$ cat src/rtl/lsu_mem_if_if.sv
// lsu_mem_if_if: CPU data-port and data-RAM signals of the load/store unit.
interface lsu_mem_if_if #(parameter int ADDR_WIDTH = 32);
  logic                  cpu_valid;
  logic                  cpu_write;
  logic [ADDR_WIDTH-1:0] cpu_addr;
  logic [2:0]            cpu_funct3;
  logic [31:0]           cpu_wdata;
  logic [31:0]           cpu_rdata;
  logic                  cpu_ready;
  logic                  cpu_err;
  logic [ADDR_WIDTH-1:0] ram_addr;
  logic                  ram_read;
  logic                  ram_write;
  logic [31:0]           ram_wdata;
  logic [31:0]           ram_rdata;
  modport master (
    output cpu_valid, cpu_write, cpu_addr, cpu_funct3, cpu_wdata, ram_rdata,
    input  cpu_rdata, cpu_ready, cpu_err, ram_addr, ram_read, ram_write, ram_wdata
  );
  modport slave (
    input  cpu_valid, cpu_write, cpu_addr, cpu_funct3, cpu_wdata, ram_rdata,
    output cpu_rdata, cpu_ready, cpu_err, ram_addr, ram_read, ram_write, ram_wdata
  );
endinterface

$ cat src/rtl/lsu_mem_if.sv
// lsu_mem_if: RV32I load/store to word RAM with sub-word RMW; LSU_MISALIGN_TRAP_EN enables misalign/illegal traps.
module lsu_mem_if #(
  parameter int ADDR_WIDTH = 32
) (
  input logic          clk,
  input logic          rst,
  lsu_mem_if_if.slave  bus
);
  typedef enum logic [2:0] {IDLE, LD_REQ, LD_DATA, ST_REQ, RMW_REQ, RMW_DATA, RMW_WR, DONE} state_t;
  state_t      state;
  logic [1:0]  off_q;
  logic [1:0]  sz_q;
  logic        sgn_q;
  logic [15:0] wd_q;
  logic        illegal;
  logic        err_in;
  logic [1:0]  sz_in;
  logic [7:0]  b_sel;
  logic [15:0] h_sel;
  logic [31:0] ld_val;
  logic [31:0] merged;
  // size code: 0 byte, 1 half, 2 word; anything illegal collapses to word
  always_comb begin
    illegal = bus.cpu_funct3 == 3'b011 || bus.cpu_funct3[2:1] == 2'b11 || (bus.cpu_write && bus.cpu_funct3[2]);
    sz_in = illegal ? 2'd2 : bus.cpu_funct3[1:0];
`ifdef LSU_MISALIGN_TRAP_EN
    err_in = illegal || (sz_in == 2'd1 && bus.cpu_addr[0]) || (sz_in == 2'd2 && bus.cpu_addr[1:0] != 2'b00);
`else
    err_in = 1'b0;
`endif
  end
  always_comb begin
    b_sel = bus.ram_rdata[{off_q, 3'b000} +: 8];
    h_sel = off_q[1] ? bus.ram_rdata[31:16] : bus.ram_rdata[15:0];
    ld_val = sz_q == 2'd0 ? {{24{sgn_q & b_sel[7]}}, b_sel} :
             sz_q == 2'd1 ? {{16{sgn_q & h_sel[15]}}, h_sel} : bus.ram_rdata;
    merged = bus.ram_rdata;
    if (sz_q == 2'd0) merged[{off_q, 3'b000} +: 8] = wd_q[7:0];
    else if (sz_q == 2'd1) merged[{off_q[1], 4'b0000} +: 16] = wd_q;
  end
  always_ff @(posedge clk) begin
    if (rst) begin
      state         <= IDLE;
      off_q         <= '0;
      sz_q          <= '0;
      sgn_q         <= 1'b0;
      wd_q          <= '0;
      bus.cpu_rdata <= '0;
      bus.cpu_ready <= 1'b0;
      bus.cpu_err   <= 1'b0;
      bus.ram_addr  <= '0;
      bus.ram_read  <= 1'b0;
      bus.ram_write <= 1'b0;
      bus.ram_wdata <= '0;
    end else begin
      case (state)
        IDLE: if (bus.cpu_valid) begin
          bus.ram_addr <= {bus.cpu_addr[ADDR_WIDTH-1:2], 2'b00};
          off_q        <= bus.cpu_addr[1:0];
          sz_q         <= sz_in;
          sgn_q        <= ~bus.cpu_funct3[2];
          wd_q         <= bus.cpu_wdata[15:0];
          if (err_in) begin
            bus.cpu_ready <= 1'b1;
            bus.cpu_err   <= 1'b1;
            bus.cpu_rdata <= '0;
            state         <= DONE;
          end else if (!bus.cpu_write) begin
            bus.ram_read <= 1'b1;
            state        <= LD_REQ;
          end else if (sz_in == 2'd2) begin
            bus.ram_write <= 1'b1;
            bus.ram_wdata <= bus.cpu_wdata;
            state         <= ST_REQ;
          end else begin
            bus.ram_read <= 1'b1;
            state        <= RMW_REQ;
          end
        end
        LD_REQ: begin
          bus.ram_read <= 1'b0;
          state        <= LD_DATA;
        end
        LD_DATA: begin
          bus.cpu_rdata <= ld_val;
          bus.cpu_ready <= 1'b1;
          state         <= DONE;
        end
        ST_REQ, RMW_WR: begin
          bus.ram_write <= 1'b0;
          bus.cpu_rdata <= '0;
          bus.cpu_ready <= 1'b1;
          state         <= DONE;
        end
        RMW_REQ: begin
          bus.ram_read <= 1'b0;
          state        <= RMW_DATA;
        end
        RMW_DATA: begin
          bus.ram_wdata <= merged;
          bus.ram_write <= 1'b1;
          state         <= RMW_WR;
        end
        DONE: begin
          bus.cpu_ready <= 1'b0;
          bus.cpu_err   <= 1'b0;
          state         <= IDLE;
        end
        default: state <= IDLE;
      endcase
    end
  end
endmodule

$ cat src/flat_wrapper.sv
// flat-port wrapper written by rule: the top's interface ports become plain ports
module lsu_mem_if_flat 
#(
  parameter int ADDR_WIDTH = 32
)
  (clk, rst, bus_cpu_valid, bus_cpu_write, bus_cpu_addr, bus_cpu_funct3, bus_cpu_wdata, bus_ram_rdata, bus_cpu_rdata, bus_cpu_ready, bus_cpu_err, bus_ram_addr, bus_ram_read, bus_ram_write, bus_ram_wdata);
  lsu_mem_if_if #(.ADDR_WIDTH(ADDR_WIDTH)) bus_i ();
  input logic clk;
  input logic rst;
  input wire logic [$bits(bus_i.cpu_valid)-1:0] bus_cpu_valid;
  input wire logic [$bits(bus_i.cpu_write)-1:0] bus_cpu_write;
  input wire logic [$bits(bus_i.cpu_addr)-1:0] bus_cpu_addr;
  input wire logic [$bits(bus_i.cpu_funct3)-1:0] bus_cpu_funct3;
  input wire logic [$bits(bus_i.cpu_wdata)-1:0] bus_cpu_wdata;
  input wire logic [$bits(bus_i.ram_rdata)-1:0] bus_ram_rdata;
  output wire logic [$bits(bus_i.cpu_rdata)-1:0] bus_cpu_rdata;
  output wire logic [$bits(bus_i.cpu_ready)-1:0] bus_cpu_ready;
  output wire logic [$bits(bus_i.cpu_err)-1:0] bus_cpu_err;
  output wire logic [$bits(bus_i.ram_addr)-1:0] bus_ram_addr;
  output wire logic [$bits(bus_i.ram_read)-1:0] bus_ram_read;
  output wire logic [$bits(bus_i.ram_write)-1:0] bus_ram_write;
  output wire logic [$bits(bus_i.ram_wdata)-1:0] bus_ram_wdata;
  assign bus_i.cpu_valid = bus_cpu_valid;
  assign bus_i.cpu_write = bus_cpu_write;
  assign bus_i.cpu_addr = bus_cpu_addr;
  assign bus_i.cpu_funct3 = bus_cpu_funct3;
  assign bus_i.cpu_wdata = bus_cpu_wdata;
  assign bus_i.ram_rdata = bus_ram_rdata;
  assign bus_cpu_rdata = bus_i.cpu_rdata;
  assign bus_cpu_ready = bus_i.cpu_ready;
  assign bus_cpu_err = bus_i.cpu_err;
  assign bus_ram_addr = bus_i.ram_addr;
  assign bus_ram_read = bus_i.ram_read;
  assign bus_ram_write = bus_i.ram_write;
  assign bus_ram_wdata = bus_i.ram_wdata;
  lsu_mem_if #(.ADDR_WIDTH(ADDR_WIDTH)) u_core (.clk(clk), .rst(rst), .bus(bus_i));
endmodule
$ cat config.mk
export PLATFORM = sky130hd
export DESIGN_NAME = lsu_mem_if_flat
export DESIGN_NICKNAME = d
export VERILOG_FILES = /design/src/rtl/lsu_mem_if_if.sv /design/src/rtl/lsu_mem_if.sv /design/src/flat_wrapper.sv
export SDC_FILE = /design/constraint.sdc
export NUM_CORES = 1
export LEC_CHECK = 0
export ABC_AREA = 1
export CORE_MARGIN = 1.5
export CORE_UTILIZATION = 54
export CTS_BUF_LIST = sky130_fd_sc_hd__clkbuf_4 sky130_fd_sc_hd__clkbuf_8
export DETAILED_ROUTE_END_ITERATION = 16
export PLACE_DENSITY = 0.95
export SETUP_SLACK_MARGIN = 0.4
export SLEW_MARGIN = 25
export SYNTH_ARGS = -nofsm -noshare
export SYNTH_HDL_FRONTEND = slang
export SYNTH_SLANG_ARGS = --single-unit
$ cat constraint.sdc
create_clock -name clk -period 6.3 [get_ports clk]
set_input_delay 1.26 -clock clk [delete_from_list [all_inputs] [get_ports clk]]
set_output_delay 1.26 -clock clk [all_outputs]
set_load 0.03 [all_outputs]
=== Yosys cells after proc, flatten, opt, wreduce, memory -nomap -nowiden ===
Index checks and enable logic that the tools add are counted.

* $add $sub $neg: 2
* Reduce and logical (&&, ||, !) cells: 17
* Bitwise logic cells: 3
* Equality and inequality tests: 15
* Shifts and indexed selects: 5
* Multiplexer cells: 26

{| class="wikitable"
|+ Operators by type and width
! kind !! count
|-
| 32-bit two-way mux || 7
|-
| 32-bit case mux with 2 select lines || 2
|-
| 32-bit bitwise mux || 2
|-
| 16-bit by 7-bit variable shift with 32-bit output, first input constant || 1
|-
| 8-bit by 7-bit variable shift with 32-bit output, first input constant || 1
|-
| 16-bit by 7-bit variable part select with 32-bit output || 1
|-
| 32-bit by 6-bit variable part select with 8-bit output || 1
|-
| 8-bit by 7-bit variable part select with 32-bit output || 1
|-
| 3-bit case mux with 6 select lines || 1
|-
| 16-bit two-way mux || 1
|-
| 5-bit negator with 7-bit output || 2
|-
| 3-bit equality test, second input constant || 4
|-
| 3-bit by 2-bit equality test with 1-bit output, second input constant || 3
|-
| 3-bit two-way mux || 3
|-
| 4-bit AND reduction || 2
|-
| 2-bit nonzero test || 4
|-
| 1-bit two-way mux || 6
|-
| 2-bit equality test, second input constant || 2
|-
| 2-bit != test, second input constant || 2
|-
| 1-bit case mux with 2 select lines || 2
|-
| 2-bit OR reduction || 2
|-
| 3-bit by 1-bit equality test with 1-bit output, second input constant || 1
|-
| 3-bit zero test || 1
|-
| 3-bit != test, second input constant || 1
|-
| other kinds (13) || 15
|}

* Output and inout port bits: 100
* Register bits after elaboration: 121
* Word-level logic and storage cells: 79
* Input port bits: 103

=== Depth between registers and ports, before layout ===
* Depth after elaboration: 9
* Gate-level depth with buffers: 14
* Mapped depth without buffers: 11

=== Least setup slack after synthesis ===
Ideal clock, no wire load.

* Kind: register to register
* Start point: register u_core.off_q[0]
* End point: register u_core.bus.ram_wdata[24]
* Path slack: 4008 ps
* Cell stages (with the launch flop): 12
* Arrival time: 2236 ps
* Data required time: 6244 ps
* Period minus slack after synthesis: 2292 ps
* Path buffers: 2
* Setup time: 56 ps
* Path through: dfxtp_1 -> inv_1 -> clkbuf_1 -> clkbuf_1 -> ha_1 -> nor3_1 -> nand2_1 -> nand2_1 -> nand3_1 -> nand2_1 -> nand2_1 -> inv_1

* Word-level cells in the longest chain between the ends: 5
* Elaborated cells on any way between the ends: 6

{| class="wikitable"
|+ RTL lines
! what !! line !! source
|-
| start: declaration || lsu_mem_if.sv:11 || <nowiki>logic [1:0] off_q;</nowiki>
|-
| start signal: assignment || lsu_mem_if.sv:59 || <nowiki>off_q <= bus.cpu_addr[1:0];</nowiki>
|-
| 5-bit negator with 7-bit output (*) || lsu_mem_if.sv:38 || <nowiki>if (sz_q == 2'd0) merged[{off_q, 3'b000} +: 8] = wd_q[7:0];</nowiki>
|-
| 8-bit by 7-bit variable part select with 32-bit output / 8-bit by 7-bit variable shift with 32-bit output (equally long branches) || lsu_mem_if.sv:38 ||
|-
| 32-bit bitwise mux (*) || lsu_mem_if.sv:38 ||
|-
| 32-bit two-way mux (*) || lsu_mem_if.sv:38 ||
|-
| 32-bit case mux with 2 select lines (*) || lsu_mem_if.sv:56 || <nowiki>case (state)</nowiki>
|-
| end signal: assignment || lsu_mem_if.sv:73 || <nowiki>bus.ram_wdata <= bus.cpu_wdata;</nowiki>
|-
| end signal: assignment || lsu_mem_if.sv:100 || <nowiki>bus.ram_wdata <= merged;</nowiki>
|-
| end: declaration || lsu_mem_if_if.sv:22 || <nowiki>output cpu_rdata, cpu_ready, cpu_err, ram_addr, ram_read, ram_write, ram_wdata</nowiki>
|}

Every way passes the cells marked *; elsewhere a longest branch is shown, timed or not.
A chain may end at the register's enable or synchronous reset.

=== Final worst setup path ===
* Start point: register u_core.sz_q[1]
* End point: register u_core.bus.cpu_rdata[29]

* Word-level cells in the longest chain between the ends: 4
* Elaborated cells on any way between the ends: 5

{| class="wikitable"
|+ RTL lines
! what !! line !! source
|-
| start: declaration || lsu_mem_if.sv:12 || <nowiki>logic [1:0] sz_q;</nowiki>
|-
| start signal: assignment || lsu_mem_if.sv:60 || <nowiki>sz_q <= sz_in;</nowiki>
|-
| 2-bit by 1-bit equality test with 1-bit output || lsu_mem_if.sv:36 || <nowiki>sz_q == 2'd1 ? {{16{sgn_q & h_sel[15]}}, h_sel} : bus.ram_rdata;</nowiki>
|-
| 32-bit two-way mux || lsu_mem_if.sv:36 ||
|-
| 32-bit two-way mux (*) || lsu_mem_if.sv:35 || <nowiki>ld_val = sz_q == 2'd0 ? {{24{sgn_q & b_sel[7]}}, b_sel} :</nowiki>
|-
| 32-bit case mux with 2 select lines (*) || lsu_mem_if.sv:56 ||
|-
| end signal: assignment || lsu_mem_if.sv:85 || <nowiki>bus.cpu_rdata <= ld_val;</nowiki>
|-
| end: declaration || lsu_mem_if_if.sv:22 ||
|}

Marks and branches as above.

==> impl_metrics.prom <==
# TYPE chip_impl_metric gauge
chip_impl_info{name="status",value="complete, no violations"} 1
chip_impl_metric{name="async_flop_share",unit="%"} 0
chip_impl_metric{name="avgRoutedWirePerCell",unit="µm"} 15.4
chip_impl_metric{name="rrSetupSlack",unit="ns"} 2.69
chip_impl_metric{name="via_count",unit=""} 8522
chip_impl_metric{name="htree_levels",unit=""} 4
chip_impl_info{name="cts_tree",value="done"} 1
chip_impl_info{name="worst_setup_path_start_kind",value="flop"} 1
chip_impl_metric{name="area_of_the_die",unit="mm²"} 0.0140
chip_impl_metric{name="post_cts_resized",unit=""} 0
chip_impl_metric{name="gp_routability_congestion",unit=""} 0.988
chip_impl_metric{name="area.sequential",unit="mm²"} 0.00242
chip_impl_metric{name="detail_route.wirelength",unit="µm"} 23700
chip_impl_metric{name="cts_setup_buffers",unit=""} 0
chip_impl_metric{name="ctsHoldBuffers",unit=""} 0
chip_impl_metric{name="clk_latency",unit="ns"} 0.45
chip_impl_metric{name="cp_data_required_time",unit="ns"} 6.67
chip_impl_metric{name="die_w",unit="µm"} 118
chip_impl_metric{name="largest_fanout_on_the_critical_path",unit=""} 73
chip_impl_info{name="synth.most_common_cell",value="nand2_1"} 1
chip_impl_metric{name="p_per_area",unit="mW/mm²"} 461
chip_impl_metric{name="max-clock-path-buffers",unit=""} 2
chip_impl_metric{name="detailed_place_hpwl",unit="µm"} 16500
chip_impl_info{name="setup_crit_start",value="u_core.sz_q[1]"} 1
chip_impl_metric{name="n_fill_cell",unit=""} 990
chip_impl_metric{name="finalCritPeriodShare",unit="%"} 57.3
chip_impl_metric{name="finalHoldViolCount",unit=""} 0
chip_impl_metric{name="grt_use_met3",unit="%"} 9.41
chip_impl_metric{name="synth_edf_count",unit=""} 0
chip_impl_metric{name="cts.reportedPaths.clkPinSlew",unit="ns"} 0.07
chip_impl_metric{name="grt.total_usage",unit="%"} 33.9
chip_impl_metric{name="worst-endpoint-arrival",unit="ns"} 3.98
chip_impl_info{name="root_cell_of_the_clock_tree",value="clkbuf_8"} 1
chip_impl_metric{name="synth_seq_area_share",unit="%"} 33.8
chip_impl_metric{name="clock_buffers_created_by_tritoncts",unit=""} 17
chip_impl_info{name="worstSetupPathType",value="reg2reg"} 1
chip_impl_metric{name="viasPerCell",unit=""} 5.56
chip_impl_metric{name="gr-usage-met1",unit="%"} 42.1
chip_impl_metric{name="pin_count_of_the_biggest_net_entering_global_routing",unit=""} 75
chip_impl_metric{name="max-vdd-ir-drop",unit="mV"} 0.273
chip_impl_metric{name="reg2regPathDepth",unit=""} 7
chip_impl_metric{name="fin_crit",unit="ns"} 3.61
chip_impl_metric{name="max-slew-margin-rel",unit="%"} 33.4
chip_impl_metric{name="multi_input_area",unit="mm²"} 0.00389
chip_impl_info{name="end_kind",value="flop"} 1
chip_impl_metric{name="final_nets",unit=""} 1457
chip_impl_metric{name="firstDrtPassIters",unit=""} 6
chip_impl_metric{name="pre_cts_ws",unit="ns"} 2.35
chip_impl_info{name="synthTopCellsByCount",value="nand2_1 (379), nand3_1 (161), a21oi_1 (141), inv_1 (129), dfxtp_1 (121)"} 1
chip_impl_metric{name="report.final.slew_viol_count",unit=""} 0
chip_impl_metric{name="worst_clock_skew_on_the_final_layout",unit="ns"} 0.00913
chip_impl_info{name="worst_hold_path.endpoint",value="u_core.bus.ram_addr[9]"} 1
chip_impl_metric{name="port_buffers",unit=""} 199
chip_impl_metric{name="post-route-drc-count",unit=""} 0
chip_impl_metric{name="final_util",unit="%"} 74.5
chip_impl_metric{name="synth_seq_cells",unit=""} 121
chip_impl_metric{name="min_delay_path_depth",unit=""} 2
chip_impl_metric{name="total_power",unit="mW"} 4.39
chip_impl_metric{name="route.antenna.remaining_nets",unit=""} 0
chip_impl_metric{name="die_height",unit="µm"} 118
chip_impl_info{name="worstReg2RegStart",value="u_core.sz_q[1]"} 1
chip_impl_metric{name="setup_viol",unit=""} 0
chip_impl_metric{name="floorplan.initialDensity",unit="%"} 56.2
chip_impl_metric{name="post_route_cells_drive_above_1_share",unit="%"} 3.74
chip_impl_metric{name="coreArea",unit="mm²"} 0.0128
chip_impl_metric{name="totalNegativeSetupSlack",unit="ns"} 0
chip_impl_metric{name="overflow",unit=""} 0
chip_impl_metric{name="leakage",unit="nW"} 4.00
chip_impl_metric{name="antenna-diode-count",unit=""} 0
chip_impl_metric{name="ys_warn_count",unit=""} 0
chip_impl_metric{name="max_freq",unit="MHz"} 277
chip_impl_metric{name="worst_slack",unit="ns"} 2.69
chip_impl_info{name="cell_taking_the_most_area_after_synthesis",value="dfxtp_1"} 1
chip_impl_info{name="synth_flop_cell",value="dfxtp_1"} 1
chip_impl_info{name="timing.rr.end",value="u_core.bus.cpu_rdata[29]"} 1
chip_impl_metric{name="synth_cells",unit=""} 1204
chip_impl_metric{name="max_slew.worst_pin.slew",unit="ns"} 0.992
chip_impl_metric{name="first_iter_violations",unit=""} 1191
chip_impl_metric{name="grt_pass1_vias",unit=""} 7803
chip_impl_metric{name="placement_rows",unit=""} 41
chip_impl_metric{name="grt_first_pass_wirelength",unit="µm"} 38500
chip_impl_metric{name="io_pins",unit=""} 203
chip_impl_metric{name="synth_unique_cells",unit=""} 25
chip_impl_info{name="min-delay-path-class",value="reg2reg"} 1
chip_impl_metric{name="clock_sink_count",unit=""} 121
chip_impl_metric{name="drv_cap",unit=""} 0
chip_impl_metric{name="mappedNetlistArea",unit="mm²"} 0.00717
chip_impl_metric{name="yosys.area.top_type_share",unit="%"} 33.8
chip_impl_info{name="grt_setup_unrepaired",value="no"} 1
chip_impl_info{name="synth_top_cells_by_area",value="dfxtp_1 (34%), nand2_1 (20%), nand3_1 (11%), a21oi_1 (9.8%), inv_1 (6.7%)"} 1
chip_impl_info{name="top_usage_layer",value="met2"} 1
chip_impl_info{name="hold_start",value="u_core.bus.ram_addr[9]"} 1
chip_impl_metric{name="gr_util_met2",unit="%"} 52.9
chip_impl_metric{name="post_synth.cell_area_avg",unit="µm²"} 5.96
chip_impl_metric{name="grt_antenna_before_repair",unit=""} 0
chip_impl_metric{name="layout-area-overhead-vs-synth",unit="%"} 32.7
[logic make-up after synthesis]
group / Yosys count / synth area share [%]
AND/OR/NAND/NOR: 655 / 38.3
buffers and inverters: 218 / 12.3
AO/OA/AOI/OAI: 204 / 14.6
flip-flops: 121 / 33.8
adder cells (fa/ha/maj): 5 / 0.872
other: 1 / 0.0523
[registers in the layout, indices dropped and copies added, names as in the netlist]
name / flops
u_core.bus.cpu_ready: 1
u_core.bus.cpu_rdata: 32
u_core.bus.ram_wdata: 32
u_core.bus.ram_addr: 30
u_core.sz_q: 2
u_core.state: 3
u_core.wd_q: 16
u_core.sgn_q: 1
u_core.bus.ram_write: 1
u_core.off_q: 2
u_core.bus.ram_read: 1
[where the power goes]
group | switching, mW | internal [mW]
registers | 0.181 | 1.01
clock network | 0.320 | 0.449
logic | 1.61 | 0.820
total | 2.12 | 2.28
[worst max-delay path, cell delays in order (launching register included)]
cell and delay [ns]:
dfxtp_1 0.79, inv_1 0.19, nand2_2 0.10, buf_4 0.57
clkinv_1 0.67, nand2_1 0.78, nand4_1 0.21, a21oi_1 0.19
[metrics by stage]
stage / area [µm²] / hold slack [ns] / cells
floorplan: 7180 / 0.454 / 1206
global placement: 9080 / 0.447 / 1502
detailed placement: 9080 / 0.454 / 1502
CTS: 9510 / 0.463 / 1534
global route: 9520 / 0.479 / 1534
finish: 9520 / 0.460 / 1534
[cell type report]
cell class	instances	share of cell area [%]
inverter	135	5.32
timing repair buffer	207	21.5
clock buffer	21	2.77
tap	172	2.26
sequential	121	25.5
clock inverter	11	1.80
multi-input combinational	867	40.9
[routing by layer]
layer,part of all wire [%],wire length [µm]
met2,44,10500
met3,11,2610
met1,40,9380
met5,0,0
met4,4.9,1160
[placed cells by master (no fill, tap or decap), types with 2 or more instances in the layout]
cell | netlist | final
o21ai_0 | 50 | 50
nand3_1 | 161 | 161
dfxtp_1 | 121 | 120
clkbuf_8 | 0 | 17
buf_4 | 3 | 8
nand4_1 | 24 | 24
a31oi_1 | 3 | 3
clkinv_1 | 6 | 8
o211ai_1 | 7 | 7
nor2_1 | 81 | 80
clkdlybuf4s50_1 | 0 | 198
nand2_2 | 4 | 4
clkbuf_4 | 0 | 4
ha_1 | 5 | 5
nand2_1 | 379 | 378
clkinv_2 | 0 | 2
nor3_1 | 4 | 4
a21oi_1 | 141 | 141
inv_1 | 129 | 127
bufinv_16 | 0 | 4
clkinv_4 | 0 | 2
clkinvlp_4 | 0 | 2
conb_1 | 1 | 3
[worst max-delay path by stage]
stage	endpoint	slack [ns]	depth (start not counted)
after floorplan	u_core.bus.ram_wdata[24]	4.01	11
after global placement	u_core.bus.ram_wdata[29]	2.52	8
after detailed placement	u_core.bus.ram_wdata[11]	2.35	8
after CTS	u_core.bus.ram_wdata[11]	2.83	8
after global routing	u_core.bus.ram_wdata[18]	2.42	8
final	u_core.bus.cpu_rdata[29]	2.69	7
(Power assumes the default switching activity.)
